**src/rtl/act_sched.sv**
```systemverilog
// rtl/act_sched.sv - round-robin scheduler sharing one pipelined activation unit
//
// Grants one requester at a time for a whole burst, issues each accepted
// operand to a pipelined activation unit one cycle after the handshake, and
// routes the unit's result back to the originating requester when a tag
// pipeline matching the unit latency reaches its final stage.
//
// Ports:
//   clock, reset            single clock, synchronous active-high reset
//   req_valid/data/last     per-requester operand stream (data packed per requester)
//   req_ready               per-requester accept, at most one bit set
//   act_valid, act_data     registered operand issue to the activation unit
//   act_result              activation unit output, ACT_LATENCY cycles after issue
//   rsp_valid               one-hot result strobe to the issuing requester
//   rsp_data, rsp_last      result value and end-of-burst marker
//   busy                    burst granted or any result still in flight
module act_sched #(
    parameter int NUM_REQ     = 4,
    parameter int DATA_BITS   = 16,
    parameter int ACT_LATENCY = 4
) (
    input  logic                         clock,
    input  logic                         reset,
    input  logic [NUM_REQ-1:0]           req_valid,
    input  logic [NUM_REQ*DATA_BITS-1:0] req_data,
    input  logic [NUM_REQ-1:0]           req_last,
    output logic [NUM_REQ-1:0]           req_ready,
    output logic                         act_valid,
    output logic [DATA_BITS-1:0]         act_data,
    input  logic [DATA_BITS-1:0]         act_result,
    output logic [NUM_REQ-1:0]           rsp_valid,
    output logic [DATA_BITS-1:0]         rsp_data,
    output logic                         rsp_last,
    output logic                         busy
);

    localparam int OW = (NUM_REQ > 1) ? $clog2(NUM_REQ) : 1;

    typedef enum logic {IDLE, GRANT} state_t;

    state_t        state;
    logic [OW-1:0] owner;
    logic [OW-1:0] last_grant;

    // Owner/last of the operand currently on act_data; these feed the tag
    // pipeline so the tag enters in step with act_valid.
    logic [OW-1:0] issue_owner;
    logic          issue_last;

    logic          tag_valid [ACT_LATENCY];
    logic [OW-1:0] tag_owner [ACT_LATENCY];
    logic          tag_last  [ACT_LATENCY];

    logic          handshake;
    logic          pick_found;
    logic [OW-1:0] pick_idx;
    logic          tags_busy;

    assign handshake = (state == GRANT) && req_valid[owner];

    // Round-robin pick: first valid requester after last_grant, with wrap.
    always_comb begin
        int            cand;
        logic [OW-1:0] cand_idx;
        pick_found = 1'b0;
        pick_idx   = '0;
        cand       = 0;
        cand_idx   = '0;
        for (int i = 0; i < NUM_REQ; i++) begin
            cand = int'(last_grant) + 1 + i;
            if (cand >= NUM_REQ) begin
                cand = cand - NUM_REQ;
            end
            cand_idx = OW'(cand);
            if (!pick_found && req_valid[cand_idx]) begin
                pick_found = 1'b1;
                pick_idx   = cand_idx;
            end
        end
    end

    always_ff @(posedge clock) begin
        if (reset) begin
            state       <= IDLE;
            owner       <= '0;
            last_grant  <= OW'(NUM_REQ - 1);
            act_valid   <= 1'b0;
            act_data    <= '0;
            issue_owner <= '0;
            issue_last  <= 1'b0;
        end else begin
            act_valid <= handshake;
            if (handshake) begin
                act_data    <= req_data[int'(owner)*DATA_BITS +: DATA_BITS];
                issue_owner <= owner;
                issue_last  <= req_last[owner];
            end
            if (state == IDLE) begin
                if (pick_found) begin
                    state <= GRANT;
                    owner <= pick_idx;
                end
            end else begin
                // Bursts end only on an accepted last element; a dropped
                // valid just bubbles while the grant is held.
                if (handshake && req_last[owner]) begin
                    state      <= IDLE;
                    last_grant <= owner;
                end
            end
        end
    end

    // Tag pipeline never stalls; it mirrors the activation unit's latency.
    always_ff @(posedge clock) begin
        if (reset) begin
            for (int i = 0; i < ACT_LATENCY; i++) begin
                tag_valid[i] <= 1'b0;
            end
        end else begin
            tag_valid[0] <= act_valid;
            for (int i = 1; i < ACT_LATENCY; i++) begin
                tag_valid[i] <= tag_valid[i-1];
            end
        end
        tag_owner[0] <= issue_owner;
        tag_last[0]  <= issue_last;
        for (int i = 1; i < ACT_LATENCY; i++) begin
            tag_owner[i] <= tag_owner[i-1];
            tag_last[i]  <= tag_last[i-1];
        end
    end

    always_comb begin
        req_ready = '0;
        if (state == GRANT) begin
            req_ready[owner] = 1'b1;
        end
    end

    always_comb begin
        rsp_valid = '0;
        rsp_last  = 1'b0;
        if (tag_valid[ACT_LATENCY-1]) begin
            rsp_valid[tag_owner[ACT_LATENCY-1]] = 1'b1;
            rsp_last = tag_last[ACT_LATENCY-1];
        end
    end

    assign rsp_data = act_result;

    always_comb begin
        tags_busy = 1'b0;
        for (int i = 0; i < ACT_LATENCY; i++) begin
            tags_busy = tags_busy | tag_valid[i];
        end
    end

    assign busy = (state == GRANT) | act_valid | tags_busy;

endmodule

```
**config.mk**
```make
export PLATFORM = sky130hd
export DESIGN_NAME = act_sched
export DESIGN_NICKNAME = d
export VERILOG_FILES = /design/src/rtl/act_sched.sv
export SDC_FILE = /design/constraint.sdc
export NUM_CORES = 1
export LEC_CHECK = 0
export ABC_AREA = 0
export CAP_MARGIN = 0
export CORE_ASPECT_RATIO = 1.4
export CORE_MARGIN = 2
export CORE_UTILIZATION = 55
export CTS_CLUSTER_DIAMETER = 40
export DETAILED_ROUTE_END_ITERATION = 10
export DONT_BUFFER_PORTS = 1
export PLACE_DENSITY = 0.7
export SLEW_MARGIN = 5
export SYNTH_ARGS = -nofsm -noshare
export SYNTH_HDL_FRONTEND = slang
export SYNTH_SLANG_ARGS = --single-unit
export TNS_END_PERCENT = 100
```
**constraint.sdc**
```tcl
create_clock -name clock -period 2.2 [get_ports clock]
set_clock_uncertainty 0.15 [all_clocks]
set_input_delay 0.22 -clock clock [delete_from_list [all_inputs] [get_ports clock]]
set_output_delay 0.22 -clock clock [all_outputs]
set_load 0.02 [all_outputs]
```
# == Yosys cells after proc, flatten, opt, wreduce, memory -nomap -nowiden ==
# Memory sizes are Yosys's and may differ from the RTL's.
# Cells that the tools add are included.
# W data, S select, Z words.
# classes
mux,41
n_addsub,8
div,0
n_lt_le_gt_ge,12
eq_ne,0
n_reduce_logical,12
multipliers,0
bitwise,10
shift,1
# op_table
cell,n
$shiftx A64 B7 Y16,1
$mux W1,23
$lt A2 B3 Y1 const B,6
$mux W2,8
$bmux W1 S2,6
$ge A4 B3 Y1 const B,3
$or A1 B1 Y1,9
$add A3 B2 Y4 const B,2
$mux W4,2
$sub A2 B1 Y2 const B,4
$logic_and A1 B1 Y1,7
$add A3 B1 Y4 const B,1
$demux W1 S2,2
$ge A2 B1 Y1 const B,2
$reduce_and A2 Y1,2
$add A2 B1 Y3 const B,1
$ge A3 B3 Y1 const B,1
$logic_not A1 Y1,3
$not A1 Y1,1
# totals
romBits,0
reg_bits,25
ram_bits,16
inputBits,90
latch_bits,0
wordCells,94
out_inout_bits,43
mem_count,3
# memory_table
name,words,width,read_ports,rd_clocked_by_memory_dff,wr,line,text
tag_owner,4,2,4,0,4,51,logic [OW-1:0] tag_owner [ACT_LATENCY];
tag_last,4,1,4,0,4,52,logic tag_last [ACT_LATENCY];
tag_valid,4,1,4,0,4,50,logic tag_valid [ACT_LATENCY];

# == Logic depth before layout (Yosys ltp) ==
# Gate-level depths: netlist of run 1.
# logic_depth
ltp_word,17
ltp_mapped,6
depth_no_buf,4

# == Least setup slack after synthesis of run 1 ==
# OpenSTA, ideal clock, no wires.
# synth_path
path_kind,reg-to-reg
from,reg owner[0]
to,reg act_data[10]
arrival_time_ns,1.334
period_less_slack_ns,1.612
slack_ns,0.588
path_buffers,2
required_ns,1.922
stages_incl_launch_ff,6
setup_time_ns,0.128
path_cell_list,dfxtp_1 -> buf_6 -> buf_8 -> mux4_2 -> mux2i_1 -> nor2_1
# synth_between
elab_chain_len,3
word_cells_on_any_way,4
classes_between,shift: 1; mux: 2; reduce/logical: 1
# synth_lines
item,line,text
from (decl),42,logic [OW-1:0] owner;
from (signal assigned),101,owner <= pick_idx;
branches (longest 3 deep; another with $shiftx A64 B7 Y16),n/a,
to (signal assigned),94,act_data <= req_data[int'(owner)*DATA_BITS +: DATA_BITS];
to (decl),29,"output logic [DATA_BITS-1:0] act_data,"
# Several ways; the timed one is not identified. The select of a mux whose other input is x is not followed.
# A chain may end at the register's enable or synchronous reset.

# == Final worst setup path of run 1 ==
# layout_path
from,reg owner[0]
to,reg act_data[4]
# Same word-level chain as after synthesis.

==> metrics.md, run 1 <==
| Metric | Value |
|---|---|
| Die W | `56.1 µm` |
| Mean Syn Cell Area | `11.6 µm²` |
| Wire length per cell | `18.3 µm` |
| Most frequent cells in the layout | `dfxtp_1, nor2_1, mux2i_1, mux4_2, mux4_1` |
| CTS clk-pin slew, worst paths | `0.07 ns` |
| Ranking of synthesized cells by area | `dfxtp_1, mux4_1, mux4_2` |
| Root Driver | `clkbuf_8` |
| Setup CP Type | `reg2reg` |
| CTS Buf Count | `5` |
| CP Cell Sequence | `buf_4 > mux4_1 > mux2i_1 > nor2_1` |
| IO Pins | `133` |
| Final hold violations | `0` |
| Largest net degree at the start of global routing | `30` |
| Hold WS | `0.0794 ns` |
| Slowest stage delay, CP | `0.59 ns` |
| Slew HR | `27.1%` |
| Leading area contributor after synthesis | `dfxtp_1` |
| Via count | `1304` |
| Final Instance Area | `0.00209 mm²` |
| Site row count | `26` |
| DR pass1 iterations | `4` |
| Share of post-route cells with drive strength above 1 | `16.2%` |
| Crit share post-route | `88.4%` |
| R2R cell count | `4` |
| Setup bufs post-CTS | `0` |
| Crit path buffers/inverters | `1` |
| Required time of the critical path | `2.18 ns` |
| Crit path max-delay family | `multiplexers` |
| Slew of the pin with the lowest slew margin | `1.09 ns` |
| Clk_lat worst skew | `0.29 ns` |
| CP max-delay cell | `mux4_1` |
| Reg-to-reg endpoint | `act_data[4]` |
| Status | `finished clean` |
| Final Max Slew Viols | `0` |
| Final Critical Period | `1.94 ns` |
| Vias/cell | `6.24` |
| Fill count | `313` |
| Register area share after synthesis | `39.3%` |
| Antenna cells | `0` |
| Vias in the first global route | `1411` |
| Hold Buf Count CTS | `1` |
| Critical Path Source Type | `flip-flop` |
| Die H | `77.0 µm` |
| CP endpoint kind | `flip-flop` |
| Overflow after GRT | `0` |
| Power density cells | `879 mW/mm²` |
| Setup crit end | `act_data[4]` |
| Global-route wire length before repair | `6420 µm` |
| Max clock buf depth | `2` |
| # port buffers | `0` |
| Syn_nets | `271` |
| WP depth | `4` |
| Die area | `0.00432 mm²` |
| Drt total wl | `3830 µm` |
| Storage element area | `821 µm²` |
| Initial antenna violation count | `0` |
| Commonest non-fill, non-tap cell in the layout | `dfxtp_1` |
| Clock sinks | `41` |
| H-tree depth | `2` |
| Multi-input gate area | `0.00104 mm²` |
| Total GRT Usage | `18.8%` |
| HP Class | `in2reg` |
| RSZ-0062 raised after global routing | `false` |
| Reg2reg setup slack | `0.26 ns` |
| Placed instance area | `0.00196 mm²` |
| Final-stage net count | `256` |
| Yosys Warn Count | `0` |
| Synth top area share | `39.3%` |
| Final setup vio count | `0` |
| # resized after CTS | `0` |
| Max Clk Rate | `514 MHz` |
| DRC violations left | `0` |
| GPL Wtd Cong | `0.818` |
| Synth unique cells | `34` |
| Max VDD drop | `0.576 mV` |
| Leakage power | `0.788 nW` |
| Initial Utilization | `57.4%` |
| CTS tree | `yes` |
| Critical Path AT | `1.93 ns` |
| Cell area after synthesis | `0.00209 mm²` |
| Mapped Cells | `181` |
| HPWL after DPL | `2920 µm` |
| R2r startpoint | `owner[0]` |
| Detail Route Antenna Nets | `0` |
| Max_cap viols | `0` |
| Setup TNS | `0 ns` |
| Drt initial violations | `46` |
| Critical path startpoint | `owner[0]` |
| Area grow syn2layout | `0.000239%` |
| Core area | `0.00364 mm²` |
| Synth Register Bits | `41` |
| CP Max Fanout | `15` |
[layer usage]
metal / track usage, % / wire length (µm)
met3: 8.60 / 395
met5: 0 / 0
met2: 31.5 / 2050
met1: 20.5 / 1300
met4: 7.38 / 76
[cell families after synthesis]
kind of cell / count (synthesis) / synth area share, %
AND/OR/NAND/NOR: 58 / 12.9
flip-flops: 41 / 39.3
multiplexers: 38 / 30.6
buffers and inverters: 29 / 11.0
AO/OA/AOI/OAI: 15 / 6.28
[Yosys cell counts]
library cell	number
inv_1	3
mux2_2	1
a221oi_2	1
o21a_1	1
mux2i_1	18
a311o_1	1
nand2b_1	4
buf_4	16
nand2_1	7
mux4_2	9
nand2_4	1
nor3b_1	1
a22oi_1	1
a21oi_2	1
and3b_1	1
and3_1	1
mux2i_2	1
a21oi_1	4
buf_2	1
o32a_1	1
nor4_1	2
a221o_1	1
mux4_1	8
mux2i_4	1
nor2b_1	6
a211oi_1	3
buf_6	2
and2_1	1
buf_8	1
dfxtp_1	41
clkbuf_1	4
nor2_1	34
o22ai_4	1
buf_12	2
[state kept, by name, summed over array words and instances (netlist names)]
| name | flops |
|---|---|
| act_data | 16 |
| tag_owner | 8 |
| tag_last | 4 |
| tag_valid | 4 |
| issue_owner | 2 |
| last_grant | 2 |
| owner | 2 |
| act_valid | 1 |
| issue_last | 1 |
| state | 1 |
[how the worst min path moves through the flow]
stage                             from          end  slack [ns]  cells past startpoint
after floorplan            tag_last[0]  tag_last[1]        0.16                      0
after global placement           reset        state        0.14                      1
after detailed placement         reset        state        0.14                      1
after CTS                 req_valid[2]        state        0.06                      2
after global routing      req_valid[2]        state         0.1                      2
final                     req_valid[2]        state        0.08                      2
[area by class of cell]
type / instances / area share [%]
tap: 42 / 2.51
inverter: 3 / 0.539
clock buffer: 6 / 3.95
multi-input combinational: 111 / 49.8
timing repair buffer: 4 / 2.15
sequential: 41 / 39.3
clock inverter: 2 / 1.80
[power by group]
part	total [mW]	internal [mW]	switching, mW
clock	0.623	0.369	0.254
combinational	0.323	0.173	0.150
sequential	0.891	0.802	0.0892
[per-stage QoR]
stage / setup slack (ns) / utilization (%) / cells / total power, mW
CTS: 0.217 / 57.4 / 209 / 1.86
floorplan: 0.588 / - / 181 / 1.24
global placement: 0.352 / 53.8 / 200 / 1.21
global route: 0.0627 / 57.4 / 209 / 1.93
detailed placement: 0.282 / 53.8 / 200 / 1.23
finish: 0.255 / 57.4 / 209 / 1.84
Note: power is estimated with default switching activity, not from simulation.
==> run 2: changes to the inputs <==
--- a/config.mk
+++ b/config.mk
@@ -18,4 +18,4 @@
 export SYNTH_ARGS = -nofsm -noshare
 export SYNTH_HDL_FRONTEND = slang
 export SYNTH_SLANG_ARGS = --single-unit
-export TNS_END_PERCENT = 100
+export TNS_END_PERCENT = 20
==> results of run 2 <==
Final layout, timing and power as in run 1 (identical DEF).
